==> src/rtl/cpu_pkg.sv <==
// Shared types and default constants for the cpu square-root block.
package cpu_pkg;

  typedef enum logic [2:0] {
    IDLE,
    FETCH_HI,
    FETCH_LO,
    ITER,
    WRITE,
    DONE
  } state_t;

  localparam int DM_DEPTH   = 256;
  localparam int OPND_ADDR  = 16;
  localparam int RES_ADDR   = 18;
  localparam int ITER_COUNT = 8;

endpackage

==> src/rtl/data_mem.sv <==
// Byte-wide data memory: combinational read, synchronous write, single port.
// Core is deliberately left out of reset so preloaded contents survive it.
module data_mem #(
  parameter int DEPTH = 256,
  parameter int AW    = 8
) (
  input  logic          clk,
  input  logic          we,
  input  logic [AW-1:0] addr,
  input  logic [7:0]    wdata,
  output logic [7:0]    rdata
);

  logic [7:0] Core [0:DEPTH-1];

  assign rdata = Core[addr];

  always_ff @(posedge clk) begin
    if (we) Core[addr] <= wdata;
  end

endmodule

==> src/rtl/cpu.sv <==
// Hardwired integer square root of the 16-bit operand at OPND_ADDR into RES_ADDR.
// Optional macro SQRT_ROUND_EN: store the round-half-up result (saturating) instead of floor.
//
// state    | meaning
// IDLE     | wait for Start to be sampled low
// FETCH_HI | load operand MSB, clear root/rem, load digit count
// FETCH_LO | load operand LSB
// ITER     | one restoring root digit per cycle, count 7..0
// WRITE    | store result byte
// DONE     | Ack high until Start returns high
module cpu
  import cpu_pkg::*;
#(
  parameter int DM_DEPTH  = cpu_pkg::DM_DEPTH,
  parameter int OPND_ADDR = cpu_pkg::OPND_ADDR,
  parameter int RES_ADDR  = cpu_pkg::RES_ADDR
) (
  input  logic Clk,
  input  logic Reset,
  input  logic Start,
  output logic Ack
);

  localparam int AW = $clog2(DM_DEPTH);
  localparam logic [AW-1:0] ADDR_HI  = AW'(OPND_ADDR);
  localparam logic [AW-1:0] ADDR_LO  = AW'(OPND_ADDR + 1);
  localparam logic [AW-1:0] ADDR_RES = AW'(RES_ADDR);
  localparam logic [2:0]    CNT_INIT = 3'(ITER_COUNT - 1);

  state_t state_q, state_d;

  logic [15:0]   opnd;
  logic [8:0]    rem;
  logic [7:0]    root;
  logic [2:0]    cnt;

  logic          mem_we;
  logic [AW-1:0] mem_addr;
  logic [7:0]    mem_wdata;
  logic [7:0]    mem_rdata;

  logic [1:0]    pair;
  logic [10:0]   r_trial;
  logic [10:0]   t_trial;
  logic [10:0]   r_diff;
  logic          digit;
  logic [8:0]    rem_nxt;
  logic [7:0]    res;

  data_mem #(
    .DEPTH (DM_DEPTH),
    .AW    (AW)
  ) DM1 (
    .clk   (Clk),
    .we    (mem_we),
    .addr  (mem_addr),
    .wdata (mem_wdata),
    .rdata (mem_rdata)
  );

  // Remainder stays below 2*root+1 <= 511, so 9 bits always hold it.
  always_comb begin
    pair    = opnd[{cnt, 1'b0} +: 2];
    r_trial = {rem, pair};
    t_trial = {1'b0, root, 2'b01};
    r_diff  = r_trial - t_trial;
    digit   = (r_trial >= t_trial);
    rem_nxt = digit ? r_diff[8:0] : r_trial[8:0];
  end

`ifdef SQRT_ROUND_EN
  always_comb begin
    res = root;
    if ((root != 8'hFF) && (rem > {1'b0, root})) res = root + 8'd1;
  end
`else
  assign res = root;
`endif

  always_ff @(posedge Clk or posedge Reset) begin
    if (Reset) state_q <= IDLE;
    else       state_q <= state_d;
  end

  always_comb begin
    state_d   = state_q;
    mem_we    = 1'b0;
    mem_addr  = ADDR_HI;
    mem_wdata = res;
    Ack       = 1'b0;
    case (state_q)
      IDLE:     if (!Start) state_d = FETCH_HI;
      FETCH_HI: state_d = FETCH_LO;
      FETCH_LO: begin
        mem_addr = ADDR_LO;
        state_d  = ITER;
      end
      ITER:     if (cnt == 3'd0) state_d = WRITE;
      WRITE: begin
        mem_addr = ADDR_RES;
        mem_we   = 1'b1;
        state_d  = DONE;
      end
      DONE: begin
        Ack = 1'b1;
        if (Start) state_d = IDLE;
      end
      default:  state_d = IDLE;
    endcase
  end

  always_ff @(posedge Clk or posedge Reset) begin
    if (Reset) begin
      opnd <= '0;
      rem  <= '0;
      root <= '0;
      cnt  <= '0;
    end else begin
      case (state_q)
        FETCH_HI: begin
          opnd[15:8] <= mem_rdata;
          rem        <= '0;
          root       <= '0;
          cnt        <= CNT_INIT;
        end
        FETCH_LO: opnd[7:0] <= mem_rdata;
        ITER: begin
          rem  <= rem_nxt;
          root <= {root[6:0], digit};
          if (cnt != 3'd0) cnt <= cnt - 3'd1;
        end
        default: ;
      endcase
    end
  end

endmodule

==> config.mk <==
export PLATFORM = sky130hd
export DESIGN_NAME = cpu
export DESIGN_NICKNAME = d
export VERILOG_FILES = /design/src/rtl/cpu_pkg.sv /design/src/rtl/data_mem.sv /design/src/rtl/cpu.sv
export SDC_FILE = /design/constraint.sdc
export NUM_CORES = 1
export LEC_CHECK = 0
export ABC_AREA = 0
export CORE_AREA = 2 2 39 41
export DETAILED_ROUTE_END_ITERATION = 10
export DIE_AREA = 0 0 41 43
export GPL_TIMING_DRIVEN = 0
export SYNTH_ARGS = -nofsm -noshare
export SYNTH_HDL_FRONTEND = slang
export SYNTH_SLANG_ARGS = --single-unit
==> constraint.sdc <==
create_clock -name Clk -period 1.49 [get_ports Clk]
set_input_delay 0.2235 -clock Clk [delete_from_list [all_inputs] [get_ports Clk]]
set_output_delay 0.2235 -clock Clk [all_outputs]
set_load 0.02 [all_outputs]
==> impl_metrics.tcl, run 1 <==
set metrics [dict create \
    netlist_instances 35 \
    p_total_uw 789.8 \
    avgSynthCellArea_sq_um 9.545 \
    die_y_um 43 \
    arrival_ns 1.18 \
    max-clock-path-buffers 2 \
    swShare_pct 35.64 \
    yosysWarningCount 0 \
    io-pin-count 4 \
    synth_commonest_cells "6 x a21oi_1, 6 x dfrtp_1, 4 x inv_1" \
    fin_worst_skew_ns 0.006788 \
    worstSetupPathType "register to output pin" \
    cts_tree "yes" \
    setup_tns_ns 0 \
    synth_fp_nets 40 \
    worstSkewPairLatency_ns 0.24 \
    via_per_inst 4.509 \
    layout.nets 48 \
    first_pass_iters 4 \
    synth_top_flop_cell "dfrtp_1" \
    post-route-drc-count 0 \
    worst_pin_slew_ns 0.2367 \
    setup_violations 0 \
    synth_top_cell_by_area "dfrtp_1" \
    die_area_sq_um 1763 \
    cts.sinks 6 \
    ys_seq_elements 6 \
    antenna_found_initial 0 \
    final_util_pct 29.02 \
    crit_top_cell "buf_2" \
    p_sw_uw 281.4 \
    htree_levels 1 \
    drive_gt1_share_pct 19.51 \
    drt_iter0_markers 6 \
    relSlewSlack_pct 84.20 \
    p_comb_share_pct 44.6 \
    p_leak_nw 0.1878 \
    cap_violations 0 \
    area_growth_pct 20.22 \
    root_buffer "clkbuf_4" \
    hold_class "input port to async pin" \
    final-max-slew-violation-count 0 \
    dp_hpwl_um 402.7 \
    fin_crit_ns 1.399 \
    finalCritPeriodShare_pct 93.88 \
    synth_cell_types 17 \
    required_ns 1.27 \
    chipWidth_um 41 \
    port_buffers 3 \
    power_density_nw_per_um2 1966 \
    cp_max_fo 9 \
    grt_usage_pct 9.026 \
    gp_congestion 0.7266 \
    seq_power_share_pct 37.1 \
    vias 257 \
    synthTopCellsByArea "dfrtp_1 45%, a21oi_1 9.0%, ha_1 7.5%" \
    antenna_cells 0 \
    gr-total-overflow 0 \
    core_area_sq_um 1384 \
    yosysSeqAreaShare_pct 44.94 \
    outcome "complete, no violations" \
    max_stage_delay_ns 0.35 \
    crit_chain "buf_2 -> nor2_1 -> and2_1 -> buf_2" \
    cp-end-kind "output pin" \
    cts.clk_slew.worst_paths_ns 0.05 \
    wl_per_cell_um 9.228 \
    ir_worst_vdd_uv 685.3 \
    rsz0062_at_grt "no" \
    clkPwrFrac_pct 18.4 \
    grt_pass1_wl_um 966 \
    start_util_pct 24.14 \
    totalWireLength_um 526 \
    cts_made_buffers 3 \
    async_reset_ff_share_pct 100.0 \
    internal_power_uw 508.3 \
    grt_max_degree 10 \
    cts_hold_repair.buffers 0 \
    max_freq_mhz 714.9 \
    cts_setup_buffers 0 \
    start_kind "register" \
    synthesis.area_sq_um 334.1 \
    synth_top_area_share_pct 44.94 \
    grt_pass1_vias 255 \
    synth_edf_count 0 \
    hold_viol 0 \
    cp_slowest_cell "dfrtp_1" \
    rows 14 \
    ant_nets 0 \
]
-- flip-flops by register name, indices dropped and copies added (netlist names) --
| name | count |
|---|---|
| state_q | 3 |
| cnt | 3 |
-- worst max-delay path, delay by kind of cell, from the launching register on --
kind	cells	cell delay (ns)
DFF	1	0.35
buffers and inverters	2	0.31
and+or+nand+nor	2	0.27
-- cell families after synthesis --
group	synth area share (%)
compound gates	23.97
fa+ha+maj	7.489
buf+inv	5.990
flops	44.94
simple gates	17.61
-- cells in the final DEF, fill, tap and decap left out --
master / Yosys / final
a21oi_1: 6 / 6
dfrtp_1: 6 / 6
inv_1: 4 / 4
o21ai_0: 3 / 3
clkbuf_4: 0 / 3
buf_2: 1 / 2
nand2_1: 2 / 2
a22o_1: 2 / 2
ha_1: 2 / 2
clkdlybuf4s50_1: 0 / 2
nor2b_2: 1 / 1
and2b_4: 1 / 1
and3b_1: 1 / 1
nand3b_1: 1 / 1
nand2b_1: 1 / 1
a31oi_1: 1 / 1
nor2_1: 1 / 1
and2_1: 1 / 1
a32o_2: 1 / 1
-- path summary, 6_finish.rpt --
| path | slack [ns] | startpoint | to | cells after the start |
|---|---|---|---|---|
| max | 0.09 | state_q[1]$_DFFE_PP0P_ | Ack | 4 |
| min | 0.20 | Reset | cnt[2]$_DFFE_PP0P_ | 2 |
| max reg2reg | 0.21 | cnt[0]$_DFFE_PP0P_ | cnt[1]$_DFFE_PP0P_ | 5 |
| min reg2reg | 0.47 | cnt[0]$_DFFE_PP0P_ | cnt[0]$_DFFE_PP0P_ | 1 |
| max in group asynchronous | 1.09 | Reset | cnt[1]$_DFFE_PP0P_ | 2 |
| min in group Clk | 0.47 | cnt[0]$_DFFE_PP0P_ | cnt[0]$_DFFE_PP0P_ | 1 |
-- cell type report --
cell class                      count  area [sq um]
Inverter                            4         15.01
Timing Repair Buffer                3         25.02
Clock buffer                        3         22.52
Sequential cell                     6         150.1
Buffer                              1         5.005
Tap cell                           16         20.02
Fill cell                         148         982.2
Multi-Input combinational cell     24         163.9
-- per-stage QoR --
step	instances	cell area (sq um)	worst slack (ns)	hold WS (ns)
finish	57	401.6	0.09123	0.1996
global route	57	401.6	0.009035	0.2123
CTS	57	401.6	0.08005	0.2067
detailed placement	54	384.1	-0.09171	0.4638
global placement	54	384.1	-0.08600	0.4589
floorplan	35	334.1	0.3280	0.01446
-- layer usage --
layer	vias up	wire, um	GRT usage [%]	share of wire [%]
met1	116	262	9.967	50
li1	137	-	-	-
met3	0	16	4.712	3.0
met2	4	247	10.94	47
met4	0	0	10.00	0
met5	-	0	0	0
-- repair_timing --
item / 4_1_cts / 5_1_grt
endpoints found under the hold margin: 0 / 0
resized for setup: 4 / 0
setup endpoints to repair: 1 / 0
-- power by group through the flow --
stage / clock network [mW] / logic (mW) / registers, mW
final: 0.145 / 0.352 / 0.293
after global routing: 0.170 / 0.405 / 0.303
after CTS: 0.153 / 0.355 / 0.291
after detailed placement: 0 / 0.356 / 0.294
after global placement: 0 / 0.349 / 0.294
after floorplan: 0 / 0.297 / 0.283
(Power assumes the default switching activity.)
==> run 2, diff against run 1 <==
--- a/config.mk
+++ b/config.mk
@@ -10,6 +10,7 @@
 export DETAILED_ROUTE_END_ITERATION = 10
 export DIE_AREA = 0 0 41 43
 export GPL_TIMING_DRIVEN = 0
+export RECOVER_POWER = 25
 export SYNTH_ARGS = -nofsm -noshare
 export SYNTH_HDL_FRONTEND = slang
 export SYNTH_SLANG_ARGS = --single-unit
==> run 2 against run 1 <==
- clock skew unchanged
- die area unchanged
- wire length down 0.19%
- fmax stayed put
- clock power about the same
- worst hold slack better by 0.14 ns
- sequential share of layout area did not move
- critical path depth did not move
- count of clock-buffer cells in the layout did not move
- combinational power about the same
- global-route usage did not move
==> impl_metrics.tcl, run 2 (synthesized netlist as in run 1, its figures left out) <==
set metrics [dict create \
    outcome "complete, no violations" \
    gr-total-overflow 0 \
    finalCritPeriodShare_pct 93.88 \
    max_freq_mhz 714.9 \
    fin_worst_skew_ns 0.006788 \
    antenna_found_initial 0 \
    fillCellCount 148 \
    cp-end-kind "output pin" \
    antenna_cells 0 \
    reg_top3 "cnt (3), state_q (3)" \
    worstSetupPathType "register to output pin" \
    cp_max_fo 9 \
    rsz0062_at_grt "no" \
    hold_class "input port to async pin" \
    start_kind "register" \
    grt_pass1_wl_um 966 \
    core_area_sq_um 1384 \
    grt_max_degree 10 \
    start_util_pct 24.14 \
    gp_congestion 0.7266 \
    reg2reg_slack_ns 0.21 \
    cts_setup_buffers 0 \
    rows 14 \
    p_leak_nw 0.1881 \
    port_buffers 3 \
    multiInputGateArea_sq_um 163.9 \
    first_pass_iters 4 \
    required_ns 1.27 \
    pre_cts_slack_ns -0.09171 \
    final-max-slew-violation-count 0 \
    cts_hold_repair.buffers 0 \
    cts_made_buffers 3 \
    htree_levels 1 \
    dp_cells 54 \
    ant_nets 0 \
    dp_hpwl_um 402.7 \
    area_growth_pct 20.22 \
    grt_usage_pct 9.026 \
    cap_violations 0 \
    relSlewSlack_pct 84.21 \
    worst_pin_slew_ns 0.2366 \
    seq_area_sq_um 150.1 \
    vias 257 \
    timing.final.ws_setup_ns 0.09123 \
    root_buffer "clkbuf_4" \
    totalWireLength_um 525 \
    die_area_sq_um 1763 \
    cts.sinks 6 \
    wl_per_cell_um 9.211 \
    hold_viol 0 \
    io-pin-count 4 \
    worstSkewPairLatency_ns 0.24 \
    max-clock-path-buffers 2 \
    setup_violations 0 \
    layoutNonFillerInstCount 57 \
    cts_tree "yes" \
    ir_worst_vdd_uv 685.3 \
    cts_resized 4 \
    chipWidth_um 41 \
    die_y_um 43 \
    drt_iter0_markers 6 \
    post-route-drc-count 0 \
    drive_gt1_share_pct 19.51 \
    cts.clk_slew.worst_paths_ns 0.05 \
    fin_crit_ns 1.399 \
    power_density_nw_per_um2 1965 \
    arrival_ns 1.18 \
    layout.nets 48 \
    via_per_inst 4.509 \
    grt_pass1_vias 255 \
    most-common-layout-cells "6 x a21oi_1, 6 x dfrtp_1, 4 x inv_1" \
]
## run 2: changes by cell type in the layout (fill, tap and decap cells not counted)
cell | before | now
dlygate4sd3_1 | 0 | 1
clkdlybuf4s50_1 | 2 | 1
## run 2: where the power goes
part | internal, mW | switching, mW
clock network | 0.0908 | 0.0543
logic | 0.177 | 0.175
registers | 0.240 | 0.0524
total | 0.508 | 0.281
## run 2: cell type report
cell class	count	share of cell area, %
plain buffers	1	1.246
clock buffers	3	5.607
inverters	4	3.738
multi-input cells	24	40.81
flip-flops and latches	6	37.38
well taps	16	4.984
repair buffers	3	6.231
## run 2: layer usage
layer,GRT usage [%],up-vias,routed length (um)
li1,-,137,-
met1,9.967,116,261
met2,10.94,4,247
met3,4.712,0,16
met4,10.00,0,0
met5,0,-,0
## run 2: final timing paths
path / from / to / cells after the start
worst max-delay path: state_q[1]$_DFFE_PP0P_ / Ack / 4
worst min-delay path: Reset / cnt[2]$_DFFE_PP0P_ / 2
worst max register to register: cnt[0]$_DFFE_PP0P_ / cnt[1]$_DFFE_PP0P_ / 5
worst min register to register: cnt[0]$_DFFE_PP0P_ / cnt[0]$_DFFE_PP0P_ / 1
max in group asynchronous: Reset / cnt[1]$_DFFE_PP0P_ / 2
min in group Clk: cnt[0]$_DFFE_PP0P_ / cnt[0]$_DFFE_PP0P_ / 1
## run 2: through the flow
step	util (%)	power [mW]	instance area [sq um]	hold slack (ns)	TNS, ns
finish	29.02	0.7892	401.6	0.3368	0
global route	29.02	0.8776	401.6	0.3475	0
CTS	29.02	0.7996	401.6	0.2067	0
detailed placement	27.76	0.6501	384.1	0.4638	-0.09171
global placement	27.76	0.6425	384.1	0.4589	-0.08600
floorplan	-	0.5797	334.1	0.01446	0
## run 2: worst max-delay path, stage by stage, from the launching register on
cell and delay, ns:
dfrtp_1 0.35, buf_2 0.16, nor2_1 0.14, and2_1 0.13, buf_2 0.15
==> run 3, diff against run 2 <==
--- a/config.mk
+++ b/config.mk
@@ -9,7 +9,7 @@
 export CORE_AREA = 2 2 39 41
 export DETAILED_ROUTE_END_ITERATION = 10
 export DIE_AREA = 0 0 41 43
-export GPL_TIMING_DRIVEN = 0
+export GPL_TIMING_DRIVEN = 1
 export RECOVER_POWER = 25
 export SYNTH_ARGS = -nofsm -noshare
 export SYNTH_HDL_FRONTEND = slang
==> run 3 against run 2 <==
- sequential share of layout area shrank 0.91 points
- via count is 5.4% higher
- global-route usage shrank 0.62 points
- first-iteration DRC count shrank 100%
- combinational power increased by 8.3%
- clock skew is 0.0018 ns lower
- total power rose by 2.9%
- die area did not move
- count of clock-buffer cells in the layout unchanged
- worst hold slack improved by 0.00067 ns
- core utilization rose by 0.72 points
- clock power hardly changed
- critical endpoint unchanged
==> impl_metrics.tcl, run 3 (synthesized netlist as in run 1, its figures left out) <==
set metrics [dict create \
    outcome "complete, no violations" \
    required_ns 1.27 \
    arrival_ns 1.11 \
    relSlewSlack_pct 84.50 \
    fin_crit_ns 1.333 \
    cts.sinks 6 \
    rsz0062_at_grt "no" \
    antenna_found_initial 0 \
    wirelength_met1_um 262 \
    gp_congestion 0.6355 \
    totalWireLength_um 562 \
    start_kind "register" \
    p_leak_nw 0.1932 \
    grt_usage_pct 8.409 \
    finalCritPeriodShare_pct 89.48 \
    cts_setup_buffers 0 \
    grt_pass1_wl_um 986 \
    setup_violations 0 \
    hold_class "input port to async pin" \
    root_buffer "clkbuf_4" \
    power_density_nw_per_um2 1973 \
    wl_per_cell_um 9.690 \
    cts_made_buffers 3 \
    layout.nets 49 \
    vias 271 \
    die_area_sq_um 1763 \
    drive_gt1_share_pct 21.43 \
    grt_max_degree 9 \
    fillCellCount 156 \
    cap_violations 0 \
    pre_cts_slack_ns -0.01957 \
    area_growth_pct 23.22 \
    worstSkewPairLatency_ns 0.24 \
    die_y_um 43 \
    cts.clk_slew.worst_paths_ns 0.05 \
    port_buffers 3 \
    final_util_pct 29.75 \
    reg_top3 "cnt (3), state_q (3)" \
    final-max-slew-violation-count 0 \
    worst_r2r_path_depth 5 \
    max_freq_mhz 750.0 \
    htree_levels 1 \
    dr_wl_met2_um 284 \
    ant_nets 0 \
    worst_pin_slew_ns 0.2323 \
    ir_worst_vdd_uv 677.9 \
    wl_met3_um 15 \
    first_pass_iters 1 \
    rows 14 \
    cp-end-kind "output pin" \
    chipWidth_um 41 \
    setup_tns_ns 0 \
    hold_viol 0 \
    top_layer "met3" \
    cp_max_fo 4 \
    grt_pass1_vias 271 \
    fin_worst_skew_ns 0.004978 \
    dp_hpwl_um 446.9 \
    hold_ws_ns 0.3375 \
    io-pin-count 4 \
    cts_hold_repair.buffers 0 \
    drt_iter0_markers 0 \
    start_util_pct 24.14 \
    via_per_inst 4.672 \
    max-clock-path-buffers 2 \
    gr-total-overflow 0 \
    worstSetupPathType "register to output pin" \
    post-route-drc-count 0 \
    cts_tree "yes" \
    core_area_sq_um 1384 \
    most-common-layout-cells "6 x a21oi_1, 6 x dfrtp_1, 4 x inv_1" \
    antenna_cells 0 \
    reg2reg_slack_ns 0.20 \
    timing.final.ws_setup_ns 0.1567 \
]
-- run 3: changes by cell type in the layout (fill, tap and decap cells not counted), sizes merged --
cell and delta:
clkbuf +1
-- run 3: timing repair --
item                       CTS  global route
hold endpoints to repair     0             0
setup endpoints to repair    1             1
gates resized for setup      2             1
-- run 3: area by class of cell --
type                            instances  area, sq um  share of cell area (%)
Clock buffer                            3        22.52                   5.471
Inverter                                4        15.01                   3.647
Multi-Input combinational cell         24        163.9                   39.82
Sequential cell                         6        150.1                   36.47
Tap cell                               16        20.02                   4.863
Timing Repair Buffer                    5        40.04                   9.726
-- run 3: worst paths after layout --
| path | start | end |
|---|---|---|
| max in group asynchronous | Reset | state_q[0]$_DFFE_PP0P_ |
| min in group Clk | cnt[0]$_DFFE_PP0P_ | cnt[0]$_DFFE_PP0P_ |
| worst max-delay path | state_q[2]$_DFFE_PP0P_ | Ack |
| worst min register to register | cnt[0]$_DFFE_PP0P_ | cnt[0]$_DFFE_PP0P_ |
| worst max register to register | cnt[0]$_DFFE_PP0P_ | cnt[0]$_DFFE_PP0P_ |
| worst min-delay path | Reset | cnt[2]$_DFFE_PP0P_ |
-- run 3: metal layers --
| layer | global-route usage [%] | vias up |
|---|---|---|
| met5 | 0 | - |
| met4 | 4.000 | 0 |
| met3 | 3.141 | 0 |
| met2 | 12.19 | 4 |
| met1 | 10.60 | 131 |
| li1 | - | 136 |
-- run 3: power breakdown --
| group | internal, mW | switching [mW] |
|---|---|---|
| registers | 0.241 | 0.0460 |
| clock network | 0.0908 | 0.0542 |
| logic | 0.195 | 0.185 |
-- run 3: metrics by stage --
stage | instance area (sq um) | cells | power (mW)
3_3_place_gp | 394.1 | 55 | 0.6715
4_1_cts | 416.7 | 58 | 0.8297
2_1_floorplan | 334.1 | 35 | 0.5797
6_report | 411.6 | 58 | 0.8121
3_5_place_dp | 394.1 | 55 | 0.6773
5_1_grt | 411.6 | 58 | 0.8918
-- run 3: critical path, stage by stage, from the launching register on --
cell and delay (ns):
dfrtp_1 0.36, inv_1 0.08, nor2_1 0.12, and2_1 0.15, clkbuf_2 0.16
==> edit: new RTL, flow settings as in run 3 <==
The 6 states of `state_t` get a one-hot encoding in 6 bits.
--- a/src/rtl/cpu_pkg.sv
+++ b/src/rtl/cpu_pkg.sv
@@ -1,13 +1,13 @@
 // Shared types and default constants for the cpu square-root block.
 package cpu_pkg;
 
-  typedef enum logic [2:0] {
-    IDLE,
-    FETCH_HI,
-    FETCH_LO,
-    ITER,
-    WRITE,
-    DONE
+  typedef enum logic [5:0] {
+    IDLE     = 6'b000001,
+    FETCH_HI = 6'b000010,
+    FETCH_LO = 6'b000100,
+    ITER     = 6'b001000,
+    WRITE    = 6'b010000,
+    DONE     = 6'b100000
   } state_t;
 
   localparam int DM_DEPTH   = 256;
Formal check against the unedited RTL: same outputs for any inputs over 10 cycles, from zero or initial values and one cycle with Reset high; not proved beyond that.
==> edit against run 3 <==
Clock power rose by 34%. Routed wire length rose by 89%. Utilization grew 21 points. Cell area increased by 72%. The flow now finishes with violations (setup timing). Sequential cell count increased by 3. First-iteration DRC count rose by 4. Highest routed layer is now met4. Power grew 43%. Global-route usage grew 7.7 points. Area after synthesis up 64%. Count of clock-buffer cells in the layout increased by 1. Non-clock buffer count up 7. Combinational power rose by 55%. Setup slack got worse by 0.44 ns.
==> edit: results (changes against run 3) <==
| Metric | Value |
|---|---|
| R2r setup slk | `-0.07 ns (-0.27 ns)` |
| Top post-synthesis cells by area | `dfrtp_1, dfstp_2, inv_1` |
| Mapped Cells | `58 (+66%)` |
| Drt total wl | `1.06 mm (+89%)` |
| Dpl ws | `-0.490 ns (-0.470 ns)` |
| Vias in the first global route | `431 (+59%)` |
| Setup bufs post-CTS | `1 (+1)` |
| Mux cell area share after synthesis | `1.82% (+1.8 points)` |
| Met3 wire length | `42 um (+180%)` |
| Final setup fails | `2 (+2)` |
| RD Place Congestion | `0.766 (+21%)` |
| Layout cells sized above 1 | `30.6% (+9.1 points)` |
| Pleak | `0.334 nW (+73%)` |
| Worst-path fanout max | `2 (-2)` |
| Dpl cells | `83 (+51%)` |
| Pwr/cell area | `1640 mW/mm2 (-17%)` |
| Critical Path AT | `1.55 ns (+0.44 ns)` |
| Sw frac | `36.9% (+1.8 points)` |
| Power Sequential | `0.000373 W (+30%)` |
| Worst hold margin | `0.345 ns (+0.00751 ns)` |
| Largest net degree at the start of global routing | `10 (+1)` |
| Nets | `78 (+59%)` |
| Setup WS post-layout | `-0.279 ns (-0.435 ns)` |
| R2R Path End | `state_q[0]$_DFFE_PP1P_` |
| Met2 WL | `525 um (+85%)` |
| DR WL/cell | `12.1 um (+25%)` |
| DR iter-0 viols | `4 (+4)` |
| Top flop regs | `state_q x6, cnt x3` |
| DP HPWL | `781 um (+75%)` |
| Routed vias/inst | `5.22 (+12%)` |
| Top cells by count, synth | `dfrtp_1, inv_1, nand2_1, nor2_1` |
| Sum Neg Setup Slack | `-0.344 ns (-0.344 ns)` |
| Slowest stage delay, CP | `0.53 ns (+0.17 ns)` |
| XOR/XNOR Fraction of Synth Area | `4.78% (+4.8 points)` |
| Crit path max-delay cell type | `or4_4` |
| Worst clock skew | `0.00234 ns (-0.00264 ns)` |
| Clock latency at the later pin of the worst-skew pair | `0.26 ns (+0.02 ns)` |
| Failing checks | `setup timing` |
| Post-Synth Adder-Cell Area | `4.56% (-2.9 points)` |
| Synth Area in Compound Gates | `11.2% (-13 points)` |
| Power of the clock network | `0.000195 W (+34%)` |
| Max IR drop VDD | `0.719 mV (+6.1%)` |
| Dpl cell area | `653 um2 (+66%)` |
| Met1 WL | `485 um (+85%)` |
| Multi-input gate area | `304 um2 (+85%)` |
| Pre-antenna DRT Iters | `2 (+1)` |
| Status | `finished, violations left` |
edit: changes by cell type after synthesis, sizes merged, moves of 3 or more:
cell,before,now
a21oi,6,2
nor2,1,5
inv,4,7
nand2,2,5
nor3b,0,3
edit: kinds of logic (layout without fill, tap and decap cells):
family,after synthesis,count (layout)
multiplexers,1,1
adder cells (fa/ha/maj),2,2
flip-flops,9,9
AO/OA/AOI/OAI,9,9
AND/OR/NAND/NOR,25,25
XOR/XNOR,3,3
buffers and inverters,9,23
edit: area by class of cell:
class	instances	share of cell area (%)
clock buffers	4	3.71
inverters	7	3.71
multi-input cells	40	42.9
flip-flops and latches	9	32.3
well taps	16	2.83
repair buffers	12	14.5
edit: worst max-delay path: cells and delay by family (launching register included):
kind                   cells  cell delay, ns
and+or+nand+nor            2            0.74
DFF                        1            0.40
buffers and inverters      1            0.14
edit: per-layer routing:
metal	track usage, %	up-vias
met2	25.9	7
met1	20.1	220
met4	2.00	0
met3	6.28	2
li1	-	230
met5	0	-
